`src/rtl/fetch_arbiter.sv`:
```
// Round-robin arbiter sharing NUM_CHANNELS program-memory read channels among
// NUM_CONSUMERS instruction fetchers using 4-phase valid/ready handshakes.
module fetch_arbiter #(
   parameter int ADDRESS_BITS  = 8,
   parameter int DATA_BITS     = 16,
   parameter int NUM_CONSUMERS = 4,
   parameter int NUM_CHANNELS  = 1
) (
   input  logic                                  clk,
   input  logic                                  reset,
   input  logic [NUM_CONSUMERS-1:0]              consumer_read_valid,
   input  logic [NUM_CONSUMERS*ADDRESS_BITS-1:0] consumer_read_address,
   output logic [NUM_CONSUMERS-1:0]              consumer_read_ready,
   output logic [NUM_CONSUMERS*DATA_BITS-1:0]    consumer_read_data,
   output logic [NUM_CHANNELS-1:0]               mem_read_valid,
   output logic [NUM_CHANNELS*ADDRESS_BITS-1:0]  mem_read_address,
   input  logic [NUM_CHANNELS-1:0]               mem_read_ready,
   input  logic [NUM_CHANNELS*DATA_BITS-1:0]     mem_read_data
);

   localparam int IDX_W = (NUM_CONSUMERS > 1) ? $clog2(NUM_CONSUMERS) : 1;

   typedef enum logic [1:0] {IDLE, WAITING, RELAYING} chan_state_t;

   chan_state_t                         state_q   [NUM_CHANNELS];
   chan_state_t                         state_nxt [NUM_CHANNELS];
   logic [IDX_W-1:0]                    owner_q   [NUM_CHANNELS];
   logic [IDX_W-1:0]                    owner_nxt [NUM_CHANNELS];
   logic [NUM_CHANNELS-1:0]             mem_valid_q, mem_valid_nxt;
   logic [NUM_CHANNELS*ADDRESS_BITS-1:0] mem_addr_q, mem_addr_nxt;
   logic [NUM_CONSUMERS-1:0]            cons_ready_q, cons_ready_nxt;
   logic [NUM_CONSUMERS*DATA_BITS-1:0]  cons_data_q, cons_data_nxt;
   logic [NUM_CONSUMERS-1:0]            claimed_q, claimed_nxt;
   logic [IDX_W-1:0]                    rr_ptr_q, rr_ptr_nxt;

   logic [NUM_CONSUMERS-1:0]            pending;
   logic [NUM_CONSUMERS-1:0]            taken;
   logic                                found;
   logic [IDX_W-1:0]                    idx_v;

   always_comb begin
      for (int c = 0; c < NUM_CHANNELS; c++) begin
         state_nxt[c] = state_q[c];
         owner_nxt[c] = owner_q[c];
      end
      mem_valid_nxt  = mem_valid_q;
      mem_addr_nxt   = mem_addr_q;
      cons_ready_nxt = cons_ready_q;
      cons_data_nxt  = cons_data_q;
      claimed_nxt    = claimed_q;
      rr_ptr_nxt     = rr_ptr_q;
      pending        = consumer_read_valid & ~claimed_q;
      taken          = '0;
      found          = 1'b0;
      idx_v          = '0;

      // Channels are visited in ascending order so the last grant sets rr_ptr.
      for (int c = 0; c < NUM_CHANNELS; c++) begin
         case (state_q[c])
            IDLE: begin
               found = 1'b0;
               for (int j = 0; j < NUM_CONSUMERS; j++) begin
                  idx_v = IDX_W'((int'(rr_ptr_q) + j) % NUM_CONSUMERS);
                  if (!found && pending[idx_v] && !taken[idx_v]) begin
                     found            = 1'b1;
                     taken[idx_v]     = 1'b1;
                     claimed_nxt[idx_v] = 1'b1;
                     owner_nxt[c]     = idx_v;
                     state_nxt[c]     = WAITING;
                     mem_valid_nxt[c] = 1'b1;
                     mem_addr_nxt[c*ADDRESS_BITS +: ADDRESS_BITS] =
                        consumer_read_address[int'(idx_v)*ADDRESS_BITS +: ADDRESS_BITS];
                     rr_ptr_nxt = IDX_W'((int'(idx_v) + 1) % NUM_CONSUMERS);
                  end
               end
            end
            WAITING: begin
               if (mem_read_ready[c]) begin
                  mem_valid_nxt[c]              = 1'b0;
                  cons_ready_nxt[owner_q[c]]    = 1'b1;
                  cons_data_nxt[int'(owner_q[c])*DATA_BITS +: DATA_BITS] =
                     mem_read_data[c*DATA_BITS +: DATA_BITS];
                  state_nxt[c]                  = RELAYING;
               end
            end
            RELAYING: begin
               // Only a dropped valid ends the transfer; a held valid is not a new request.
               if (!consumer_read_valid[owner_q[c]]) begin
                  cons_ready_nxt[owner_q[c]] = 1'b0;
                  claimed_nxt[owner_q[c]]    = 1'b0;
                  state_nxt[c]               = IDLE;
               end
            end
            default: state_nxt[c] = IDLE;
         endcase
      end
   end

   always_ff @(posedge clk) begin
      if (reset) begin
         for (int c = 0; c < NUM_CHANNELS; c++) begin
            state_q[c] <= IDLE;
            owner_q[c] <= '0;
         end
         mem_valid_q  <= '0;
         mem_addr_q   <= '0;
         cons_ready_q <= '0;
         cons_data_q  <= '0;
         claimed_q    <= '0;
         rr_ptr_q     <= '0;
      end else begin
         for (int c = 0; c < NUM_CHANNELS; c++) begin
            state_q[c] <= state_nxt[c];
            owner_q[c] <= owner_nxt[c];
         end
         mem_valid_q  <= mem_valid_nxt;
         mem_addr_q   <= mem_addr_nxt;
         cons_ready_q <= cons_ready_nxt;
         cons_data_q  <= cons_data_nxt;
         claimed_q    <= claimed_nxt;
         rr_ptr_q     <= rr_ptr_nxt;
      end
   end

   assign consumer_read_ready = cons_ready_q;
   assign consumer_read_data  = cons_data_q;
   assign mem_read_valid      = mem_valid_q;
   assign mem_read_address    = mem_addr_q;

endmodule

```
`config.mk`:
```
export PLATFORM = sky130hd
export DESIGN_NAME = fetch_arbiter
export DESIGN_NICKNAME = d
export VERILOG_FILES = /design/src/rtl/fetch_arbiter.sv
export SDC_FILE = /design/constraint.sdc
export NUM_CORES = 1
export LEC_CHECK = 0
export BUFFER_PORTS_ARGS = -buffer_cell sky130_fd_sc_hd__buf_2
export CAP_MARGIN = 20
export CORE_ASPECT_RATIO = 1.25
export CORE_MARGIN = 2
export CORE_UTILIZATION = 40
export CTS_BUF_LIST = sky130_fd_sc_hd__clkbuf_16
export DETAILED_ROUTE_END_ITERATION = 16
export MAX_ROUTING_LAYER = met4
export PLACE_DENSITY = 0.73
export SLEW_MARGIN = 10
export SYNTH_ARGS = -nofsm -noshare
export SYNTH_HDL_FRONTEND = slang
export SYNTH_SLANG_ARGS = --single-unit
export TNS_END_PERCENT = 5
```
`constraint.sdc`:
```
create_clock -name clk -period 6.69 [get_ports clk]
set_input_delay 0.669 -clock clk [delete_from_list [all_inputs] [get_ports clk]]
set_output_delay 0.669 -clock clk [all_outputs]
set_load 0.1 [all_outputs]
```
# After elaboration in Yosys (flattened, before gate mapping)
# Memory sizes are Yosys's and may differ from the RTL's.
# Index checks and enable logic that the tools add are counted.
dict set report op_classes {
  n_shift 6
  eq_ne 5
  order_cmp 10
  n_reduce_logical 31
  muxes 86
  bitwise 12
  add_sub_neg 7
}
# cell count
set ops {}
lappend ops {{indexed part select 32 x 6 -> 8 bit} 4}
lappend ops {{bitwise mux 64 bit} 1}
lappend ops {{two-way mux 4 bit} 16}
lappend ops {{variable shift 16 x 33 -> 64 bit, first input constant} 1}
lappend ops {{indexed part select 16 x 33 -> 64 bit} 1}
lappend ops {{two-way mux 2 bit} 17}
lappend ops {{negation 6 -> 33 bit} 1}
lappend ops {{two-way mux 8 bit} 4}
lappend ops {{two-way mux 1 bit} 30}
lappend ops {{OR 4 bit} 7}
lappend ops {{binary-select mux 1 bit (select 2 bit)} 9}
lappend ops {{one-hot mux 4 bit (2 select lines)} 2}
lappend ops {{less-than comparator 2 x 3 -> 1 bit, second input constant} 5}
lappend ops {{bitwise AND 4 bit} 3}
lappend ops {{logical AND 1 bit} 12}
lappend ops {{demux 1 bit (select 2 bit)} 5}
lappend ops {{>= comparator 2 x 1 -> 1 bit, second input constant} 5}
lappend ops {{adder 2 x 1 -> 2 bit, second input constant} 4}
lappend ops {{NOT 4 bit} 2}
lappend ops {{zero test 1 bit} 7}
lappend ops {{one-hot mux 2 bit (3 select lines)} 1}
lappend ops {{AND reduction 2 bit} 3}
lappend ops {{AND reduction 3 bit} 2}
lappend ops {{nonzero test 2 bit} 3}
lappend ops {{other kinds (9)} 12}
dict set report word_totals {
  input_bits 55
  memories 2
  regBits 83
  ramBits 4
}
# memory words width rd rd_ports_with_merged_regs wr line_no
set memory_table {}
lappend memory_table {owner_q 1 2 1 0 1 27} ;# logic [IDX_W-1:0] owner_q [NUM_CHANNELS];
lappend memory_table {state_q 1 2 1 0 1 25} ;# chan_state_t state_q [NUM_CHANNELS];

# Longest topological paths before layout
# Gate-level depths: netlist of the first run.
dict set report depth {
  word_depth 26
  mapped_depth 13
  depth_no_buf 11
}

# Worst setup path before layout of the first run
# Ideal clock, no wire load.
dict set report synth_path {
  kind {register to register}
  from {reg rr_ptr_q[0]}
  to {reg mem_addr_q[4] (netlist: mem_read_address[4])}
  t_arrival_ns 3.069
  setup_slack_ns 3.534
  stages_incl_launch_ff 14
  t_required_ns 6.604
  path_buffers 2
  path_cell_list {dfxtp_1 -> inv_1 -> ha_1 -> buf_6 -> nor3b_2 -> a211oi_4 -> nor3_4 -> inv_1 -> ha_1 -> a211oi_2 -> o21ai_4 -> buf_6 -> o21bai_4 -> a221oi_2}
}
dict set report synth_via {
  elab_chain_cells 24
  elab_cells_between_ends 72
  classes_between {3 x add/sub; 6 x order compare; 4 x shift; 38 x mux; 2 x bitwise; 19 x reduce/logical}
}
# element line_no
set synth_lines {}
lappend synth_lines {{start, declared} 34} ;# logic [IDX_W-1:0] rr_ptr_q, rr_ptr_nxt;
lappend synth_lines {{start signal, assigned} 121} ;# rr_ptr_q <= rr_ptr_nxt;
lappend synth_lines {{less-than comparator 2 x 3 -> 1 bit (implied by the code) (tied with other cells)} 66} ;# taken[idx_v] = 1'b1;
lappend synth_lines {{logical AND 1 bit (implied by the code) or two-way mux 1 bit (tied branches)} {66, 64}}
lappend synth_lines {{two-way mux 1 bit (implied by the code) or zero test 1 bit (tied branches)} {66, 64}}
lappend synth_lines {{demux 1 bit (select 2 bit) or logical AND 1 bit (tied branches)} {66, 64}}
lappend synth_lines {{two-way mux 4 bit} 64} ;# if (!found && pending[idx_v] && !taken[idx_v]) begin
lappend synth_lines {{two-way mux 4 bit} 59} ;# case (state_q[c])
lappend synth_lines {{binary-select mux 1 bit (select 2 bit)} 64}
lappend synth_lines {{two-way mux 1 bit (implied by the code)} 64}
lappend synth_lines {{[8 not listed]} n/a}
lappend synth_lines {{two-way mux 4 bit} 64}
lappend synth_lines {{two-way mux 4 bit} 59}
lappend synth_lines {{binary-select mux 1 bit (select 2 bit)} 64}
lappend synth_lines {{two-way mux 1 bit (implied by the code)} 64}
lappend synth_lines {{zero test 1 bit} 64}
lappend synth_lines {{logical AND 1 bit} 64}
lappend synth_lines {{nonzero test 4 bit (no source line)} n/a}
lappend synth_lines {{AND reduction 2 bit (no source line)} n/a}
lappend synth_lines {{end signal, assigned} 117} ;# mem_addr_q <= mem_addr_nxt;
lappend synth_lines {{end, declared} 30} ;# logic [NUM_CHANNELS*ADDRESS_BITS-1:0] mem_addr_q, mem_addr_nxt;
# Several ways; a longest one is shown, not always the timed one. The select of a mux whose other input is x is not followed.
# A chain may end at the register's enable or synchronous reset.

# Worst setup path in the final report of the first run
dict set report layout_path {
  from {reg rr_ptr_q[0]}
  to {reg mem_addr_q[2] (netlist: mem_read_address[2])}
}
# The elaborated chain is that of the path after synthesis.

==> results of run 1 <==
-- path summary, 6_finish.rpt --
path	depth (start not counted)	end	slack (ns)
max reg2reg	12	mem_read_address[2]	3.07
max	12	mem_read_address[2]	3.07
min	2	consumer_read_data[21]	0.45
min reg2reg	2	consumer_read_data[21]	0.45
-- state kept, by name, indices dropped and copies added, names as in the netlist, named ones only --
| name | count |
|---|---|
| rr_ptr_q | 2 |
| consumer_read_data | 64 |
| state_q | 2 |
| owner_q | 2 |
| claimed_q | 4 |
| mem_read_address | 8 |
| mem_read_valid | 1 |
-- area by class of cell --
cell class                 count  area, sq um  share of cell area, %
sequential                    87         1740                   33.1
timing repair buffer         134          676                   12.8
clock inverter                 6         62.6                   1.19
inverter                       8         30.0                  0.571
clock buffer                   9          225                   4.28
tap                          132          165                   3.14
multi-input combinational    378         2360                   44.9
-- stage by stage --
| stage | cells | util, % | power, mW |
|---|---|---|---|
| floorplan | 507 | - | 1.51 |
| global placement | 738 | 47.3 | 1.68 |
| detailed placement | 738 | 47.3 | 1.69 |
| CTS | 753 | 50.0 | 2.17 |
| global route | 754 | 50.1 | 2.29 |
| finish | 754 | 50.1 | 2.17 |
-- cell usage after synthesis (all sizes together), types with 2 or more instances --
master | n | area, sq um
a211oi | 4 | 52.6
a21oi | 79 | 395
a221o | 4 | 40.0
a221oi | 12 | 130
a22o | 8 | 70.1
a311oi | 5 | 43.8
and2 | 5 | 31.3
buf | 6 | 47.5
clkbuf | 28 | 105
dfxtp | 87 | 1740
ha | 17 | 213
inv | 8 | 30.0
mux2i | 10 | 100
mux4 | 2 | 45.0
nand2 | 79 | 297
nand2b | 7 | 43.8
nand3 | 70 | 350
nor2 | 15 | 56.3
nor2b | 4 | 30.0
nor3 | 7 | 46.3
nor3b | 6 | 50.1
o21ai | 16 | 95.1
o21bai | 13 | 109
-- where the power goes --
group / switching (mW) / total (mW) / internal (mW)
logic: 0.728 / 1.05 / 0.326
registers: 0.0536 / 0.628 / 0.575
clock network: 0.199 / 0.485 / 0.286
total: 0.981 / 2.17 / 1.19
-- cell families (layout without fill, tap and decap cells) --
group / count (synthesis) / in the layout
AND/OR/NAND/NOR: 196 / 196
AO/OA/AOI/OAI: 153 / 153
flip-flops: 87 / 87
buffers and inverters: 42 / 157
adder cells (fa/ha/maj): 17 / 17
multiplexers: 12 / 12
-- routing by layer --
metal / track usage, % / vias to the layer above
met5: - / -
met4: 8.19 / 0
met3: 4.17 / 29
met2: 35.7 / 166
met1: 26.0 / 1998
li1: - / 2052
-- cells in the final DEF (no fill, tap or decap), drive strengths merged, types with 2 or more instances in the layout --
master,n
a211oi,4
a21oi,79
a221o,4
a221oi,12
a22o,8
a311oi,5
and2,5
buf,134
clkbuf,9
clkinv,3
clkinvlp,2
dfxtp,87
ha,17
inv,8
mux2i,10
mux4,2
nand2,79
nand2b,7
nand3,70
nor2,15
nor2b,4
nor3,7
nor3b,6
o21ai,16
o21bai,13
-- critical path, stage by stage (launching register included) --
cell and delay, ns:
sky130_fd_sc_hd__dfxtp_1 0.31, sky130_fd_sc_hd__buf_4 0.26, sky130_fd_sc_hd__inv_1 0.21, sky130_fd_sc_hd__ha_1 0.51
sky130_fd_sc_hd__nor3b_2 0.29, sky130_fd_sc_hd__a211oi_4 0.09, sky130_fd_sc_hd__nor3_4 0.36, sky130_fd_sc_hd__inv_1 0.08
sky130_fd_sc_hd__ha_1 0.38, sky130_fd_sc_hd__a211oi_2 0.11, sky130_fd_sc_hd__o21ai_4 0.45, sky130_fd_sc_hd__o21ai_0 0.21
sky130_fd_sc_hd__a221oi_2 0.27
==> results.txt, run 1 <==
- Run status: completed
- Post-synthesis compound-gate area fraction: 24.8%
* Endpoint arrival time on the critical path: 3.87 ns
- The number of nets in the synthesized netlist is 579.
* Effective utilization at floorplan: 40.6%
- The root buffer cell chosen for the clock tree is sky130_fd_sc_hd__clkbuf_16.
- CTS tree: built
- Worst IR Drop VDD: 0.269 mV
- Number of distinct standard cells referenced by the synthesized netlist: 52
* Number of antenna violations at the first check in global routing: 0
- Total Routed Length: 12.1 mm
* Placed Instance Area: 4970 sq um
- Via count of the routed design: 4245
- The clock period could shrink to 3.62 ns.
* Critical path class: flop to flop
- Compared with the post-synthesis result, the final layout area differs by 23.3%.
- Buffers inserted during clock tree synthesis total 9.
- Count of unresolved DRC violations after routing: 0
- Counting flops with a built-in enable in the synthesized netlist gives 0.
- Fraction of registers with async set or reset after synthesis: 0%
- The net count of the finished layout is 690.
* CTS clock-pin slew for the worst setup and hold paths: 0.06 ns
* Row cnt: 42
- For this run, the top clock speed supported by timing is 276 MHz.
- The clock passes through at most 2 buffers.
- Mean number of vias per cell: 5.63
- Setup slack of the critical path after layout: 3.07 ns
* DRT antenna net count: 0
- Each instance of the synthesized netlist takes up on average 8.42 sq um.
* Origin of the worst setup path: rr_ptr_q[0]
* Pre-CTS setup slack: 3.06 ns
- For this run, the number of Yosys warnings is 0.
- For this run, the total global-route usage over all layers was measured as 21.7%.
- Dominant combinational cell family by area after synthesis: compound AO/OA/AOI/OAI gates
* Number of diodes added for antenna fixing: 0
* Final RePlAce weighted congestion: 0.949
- Synthesis handed over a netlist of 507 instances.
* Overall die area: 11500 sq um
- Post-CTS Repair Setup Buffers: 0
- Number of max-cap violations: 0
- Of the synthesized area, sequential elements account for 40.8%.
- Once the clock tree was built, the resizer swapped 0 gates to a different size.
* Top_reg_cell synth: sky130_fd_sc_hd__dfxtp_1
- First-pass GRT wire length: 19.0 mm
* Power Dens Cells: 412 nW/um^2
* Pin count of the biggest net entering global routing: 88
- For this design the top-level I/O count stands at 132.
- IO buf count: 131
- Iteration-0 DRC count of the detailed router: 253
* Setup clock skew after layout: 0.00577 ns
- Metal3 WL: 820 microns
- Min-delay src: consumer_read_data[21]
- Fraction of synthesized area in multiplexers: 3.40%
- The first detailed-routing pass ran for 5 iterations.
- The max-slew violation total from the final report was 0.
- The worst hold path belongs to the class flop to flop.
* Fin Hold WS: 0.448 ns
* Final period util: 54.1%
- Placeable Area: 10500 sq um
* Y dimension of the die: 119 microns
- CTS HTree Levels: 3
- The number of global-route vias before repair is 3943.
* Clock Sinks: 87
* Area of the mapped netlist: 4270 sq um
- In the final layout, the share of cells above drive strength 1 is 28.1%.
* Final cell area excluding filler cells: 5260 sq um
- Routed signal wires occupy layers up through met4.
* Setup repair after global routing missed its margin: no
* Total overflow reported by the global router: 0
- HPWL reported at the end of detailed placement: 8.78 mm
- Number of failing hold endpoints at the final stage: 0
* Count of filler cells inserted in the layout: 1044
- Simple-gate share of the synthesized area: 21.7%
- The clock reaches the later pin of the worst-skew pair after 0.33 ns.
- At the pin with the least slew margin, the transition time is 1.07 ns.
* Width of the chip: 96.4 microns
* Critical Path End Type: flop
- # setup viols final: 0
- Of the total synthesized cell area, the portion taken by full adders, half adders and majority gates is 4.99%.
- Setup total negative slack: 0 ns
- The worst setup path is launched from a flop.
- Routed wirelength normalized by instance count: 16.1 microns
- Wl on met1: 4.82 mm
* Hold-fix buffers, CTS: 0
- CP Max Fanout: 18
* Flip-flop and latch count after synthesis: 87
* Met2 wire length: 6.16 mm
* Worst R2R Start: rr_ptr_q[0]
- STA puts the critical path data required time at 6.94 ns.
* Synth Area in XOR/XNOR: 0%
- Relative slew slack: 28.0%
- Leakage Power: 2.17 nW
(Power assumes the default switching activity.)
==> run 2: changes to the inputs <==
Settings changed: ABC_AREA set to 1, PLACE_DENSITY 0.73 to 0.75.
Clock period 6.69 ns to 3.3 ns, I/O delays scaled along.
==> results.txt, run 2 <==
- For this run, asynchronously set or reset flops after synthesis account for 0%.
- Number of flops mapped to enable cells by yosys: 0
- Using the TritonRoute via totals, the vias-per-cell ratio works out to 5.31.
- Hold-fix buffers, CTS: 0
- Area of the mapped netlist: 4470 sq um
- Power Dens Cells: 982 nW/um^2
* WHS Endpoint: mem_read_address[6]
- Total nets after synthesis: 686
- Clock tree synthesis found a total of 87 sinks.
* Relative slew slack: 40.8%
- Share of Yosys cell area claimed by the top area cell type: 39.0%
- CTS HTree Levels: 3
- Worst IR Drop VDD: 0.725 mV
- Data on the critical path arrives at its endpoint at 3.19 ns.
* Number of instances in the synthesized netlist: 614
* Achievable Freq: 344 MHz
- Pin count of the biggest net entering global routing: 59
- In the final layout, the share of cells above drive strength 1 is 24.0%.
* Iteration-0 DRC count of the detailed router: 297
* Fraction of synthesized area in multiplexers: 0%
- Count of unresolved DRC violations after routing: 0
- The wire-length estimate of the detail-placed layout is 9.49 mm.
* IO buf count: 131
- Compared with the post-synthesis result, the final layout area differs by 22.5%.
* Depth of the worst register-to-register path: 19
- The routed design uses 6.01 mm of met2 wire.
- Setup violations remaining at the end of the flow were counted as 0.
* Maximum root-to-sink buffer count: 2
* Number of distinct standard cells referenced by the synthesized netlist: 33
* Row cnt: 43
- Top_reg_cell synth: sky130_fd_sc_hd__dfxtp_1
- Post-synthesis compound-gate area fraction: 16.3%
- Counting instances, the worst hold path has a depth of 3.
- Most frequently used cell type in the post-synthesis netlist: sky130_fd_sc_hd__nand2_1
- Effective utilization at floorplan: 40.7%
- The final layout contains 800 nets.
- During synthesis, Yosys emitted a total of 0 warnings.
- The number of global-route vias before repair was 4153.
* Commonest cells in the synthesized netlist: 126 x sky130_fd_sc_hd__nand2_1, 87 x sky130_fd_sc_hd__dfxtp_1, 70 x sky130_fd_sc_hd__a21oi_1
- Of the total synthesized cell area, the portion taken by full adders, half adders and majority gates is 4.76%.
- Data on the critical path is required at its endpoint by 3.59 ns.
* Number of diodes added for antenna fixing: 0
- In the post-route analysis, the smallest setup slack over all paths is 0.391 ns.
* Total overflow reported by the global router: 0
* Worst Setup Start Kind: flop
* Commonest non-fill, non-tap cell in the layout: sky130_fd_sc_hd__buf_2
- Clock skew on the completed layout was measured at 0.00720 ns.
- Critical path class: flop to flop
* Setup total negative slack: 0 ns
- Setup repair after global routing missed its margin: no
* Pre-CTS setup slack: 0.430 ns
- The highest layer touched by signal routing is met4.
* Dominant combinational cell family by area after synthesis: simple AND/OR/NAND/NOR gates
* Syn avg cell area: 7.28 sq um
- By area the synthesized netlist is led by sky130_fd_sc_hd__dfxtp_1 39%, sky130_fd_sc_hd__nand2_1 11%, sky130_fd_sc_hd__a21oi_1 7.8%, sky130_fd_sc_hd__nand3_1 6.5%, sky130_fd_sc_hd__inv_1 5.0%.
- Overall die area: 12000 sq um
- Worst R2R Start: rr_ptr_q[0]
- Share of synthesized area occupied by flip-flops and latches: 39.0%
- Total Routed Length: 13.0 mm
* Worst min path class: primary input to flop
- Number of max-cap violations: 0
- In this run the post-CTS setup repair buffer count came out at 0.
* First-pass GRT wire length: 20.7 mm
* Metal3 WL: 826 microns
- Clock-pin slew was measured on the worst setup and hold paths at 0.07 ns.
- DRT antenna net count: 0
* Placeable Area: 11000 sq um
- Critical Path End Type: flop
- Synth Area in XOR/XNOR: 0%
* Run status: completed
- Width of the chip: 98.5 microns
* Max-slew violation count: 0
- Wl on met1: 5.59 mm
- The die is 122 microns tall.
- Number of buffers created by CTS: 9
* Via count of the routed design: 4612
- Setup slack of the worst register-to-register path: 0.39 ns
- For the pin with the worst max-slew slack, the measured transition is 0.887 ns.
* First drt pass iteration count: 5
- For the worst-skew pair, the clock arrives at the later sink with an insertion delay of 0.34 ns.
- Dividing the detail-routed wire length by the instance count gives 14.9 microns.
* Commonest cells after routing, fill and taps aside: 131 x sky130_fd_sc_hd__buf_2, 126 x sky130_fd_sc_hd__nand2_1, 87 x sky130_fd_sc_hd__dfxtp_1, 70 x sky130_fd_sc_hd__a21oi_1, 62 x sky130_fd_sc_hd__inv_1
* Endpoint of the lowest-slack register-to-register path: mem_read_address[5]
- Post-cts repair resize count: 0
* CTS tree: built
- Count of filler cells inserted in the layout: 1122
- Leakage Power: 2.71 nW
- Flip-flop and latch count after synthesis: 87
* Flip-flop count of the largest register, all copies and words added: 64
- Time the final worst path needs with I/O delays and setup: 2.91 ns
- The worst path uses 88.2% of the clock period.
* Min-delay src: consumer_read_address[6]
- The largest total area in the synthesized netlist belongs to sky130_fd_sc_hd__dfxtp_1.
* Number of antenna violations at the first check in global routing: 0
* Final RePlAce weighted congestion: 0.909
- The synthesized netlist devotes 30.9% of its cell area to simple gates.
* GRT Resource Usage Total: 21.9%
* Clock Tree Root: sky130_fd_sc_hd__clkbuf_16
* CP Max Fanout: 13
- Number of failing hold endpoints at the final stage: 0
* I/O pin count: 132
==> run 2: critical path, cell delays in order (launching register included) <==
cell                      delay (ns)
sky130_fd_sc_hd__dfxtp_1        0.56
sky130_fd_sc_hd__inv_2          0.21
sky130_fd_sc_hd__ha_1           0.40
sky130_fd_sc_hd__inv_1          0.14
sky130_fd_sc_hd__nand3_2        0.12
sky130_fd_sc_hd__nand2_4        0.11
sky130_fd_sc_hd__inv_1          0.06
sky130_fd_sc_hd__nand2_2        0.13
sky130_fd_sc_hd__ha_1           0.26
sky130_fd_sc_hd__inv_1          0.05
sky130_fd_sc_hd__nand2_1        0.07
sky130_fd_sc_hd__nand2_1        0.09
sky130_fd_sc_hd__nand2_2        0.07
sky130_fd_sc_hd__nand2_2        0.19
sky130_fd_sc_hd__nand2_1        0.08
sky130_fd_sc_hd__nand2_1        0.06
sky130_fd_sc_hd__nand2_1        0.05
sky130_fd_sc_hd__nand3_1        0.09
sky130_fd_sc_hd__nand2_1        0.05
sky130_fd_sc_hd__inv_1          0.07
==> run 2: kinds of logic (layout without fill, tap and decap cells) <==
family | count (synthesis) | after routing
buffers and inverters | 100 | 219
and+or+nand+nor | 284 | 284
AOI/OAI and AO/OA | 126 | 126
DFF | 87 | 87
adders and majority gates | 17 | 17
==> run 2: power by group <==
part	switching, mW	internal (mW)
combinational	2.31	0.784
sequential	0.0943	1.19
clock	0.420	0.581
total	2.82	2.55
==> run 2: cell type report <==
cell class / count / area, sq um / area share (%)
Timing Repair Buffer: 138 / 708 / 12.9
Clock inverter: 7 / 65.1 / 1.19
Inverter: 65 / 244 / 4.46
Multi-Input combinational cell: 427 / 2320 / 42.4
Sequential cell: 87 / 1740 / 31.8
Clock buffer: 9 / 225 / 4.11
Tap cell: 135 / 169 / 3.09
==> run 2: per-layer routing <==
layer,vias up,GRT usage [%]
met3,35,3.16
met2,184,34.1
met5,-,-
met4,0,11.5
li1,2304,-
met1,2089,27.6
==> run 2: worst max path at each step <==
stage / from / to / depth (start not counted)
6_report: rr_ptr_q[0] / mem_read_address[5] / 19
5_1_grt: rr_ptr_q[0] / mem_read_address[5] / 19
4_1_cts: rr_ptr_q[0] / mem_read_address[5] / 19
3_5_place_dp: rr_ptr_q[0] / mem_read_address[5] / 19
3_3_place_gp: rr_ptr_q[0] / mem_read_address[0] / 19
2_1_floorplan: rr_ptr_q[0] / mem_read_address[2] / 19
==> run 2: stage by stage <==
step	hold WS, ns	utilization (%)	total power [mW]	area (sq um)	cells
floorplan	0.466	-	3.88	4470	614
global placement	0.450	47.2	4.33	5180	852
detailed placement	0.452	47.2	4.36	5180	852
CTS	0.229	49.9	5.37	5480	868
global route	0.233	49.9	5.81	5480	868
finish	0.236	49.9	5.38	5480	868
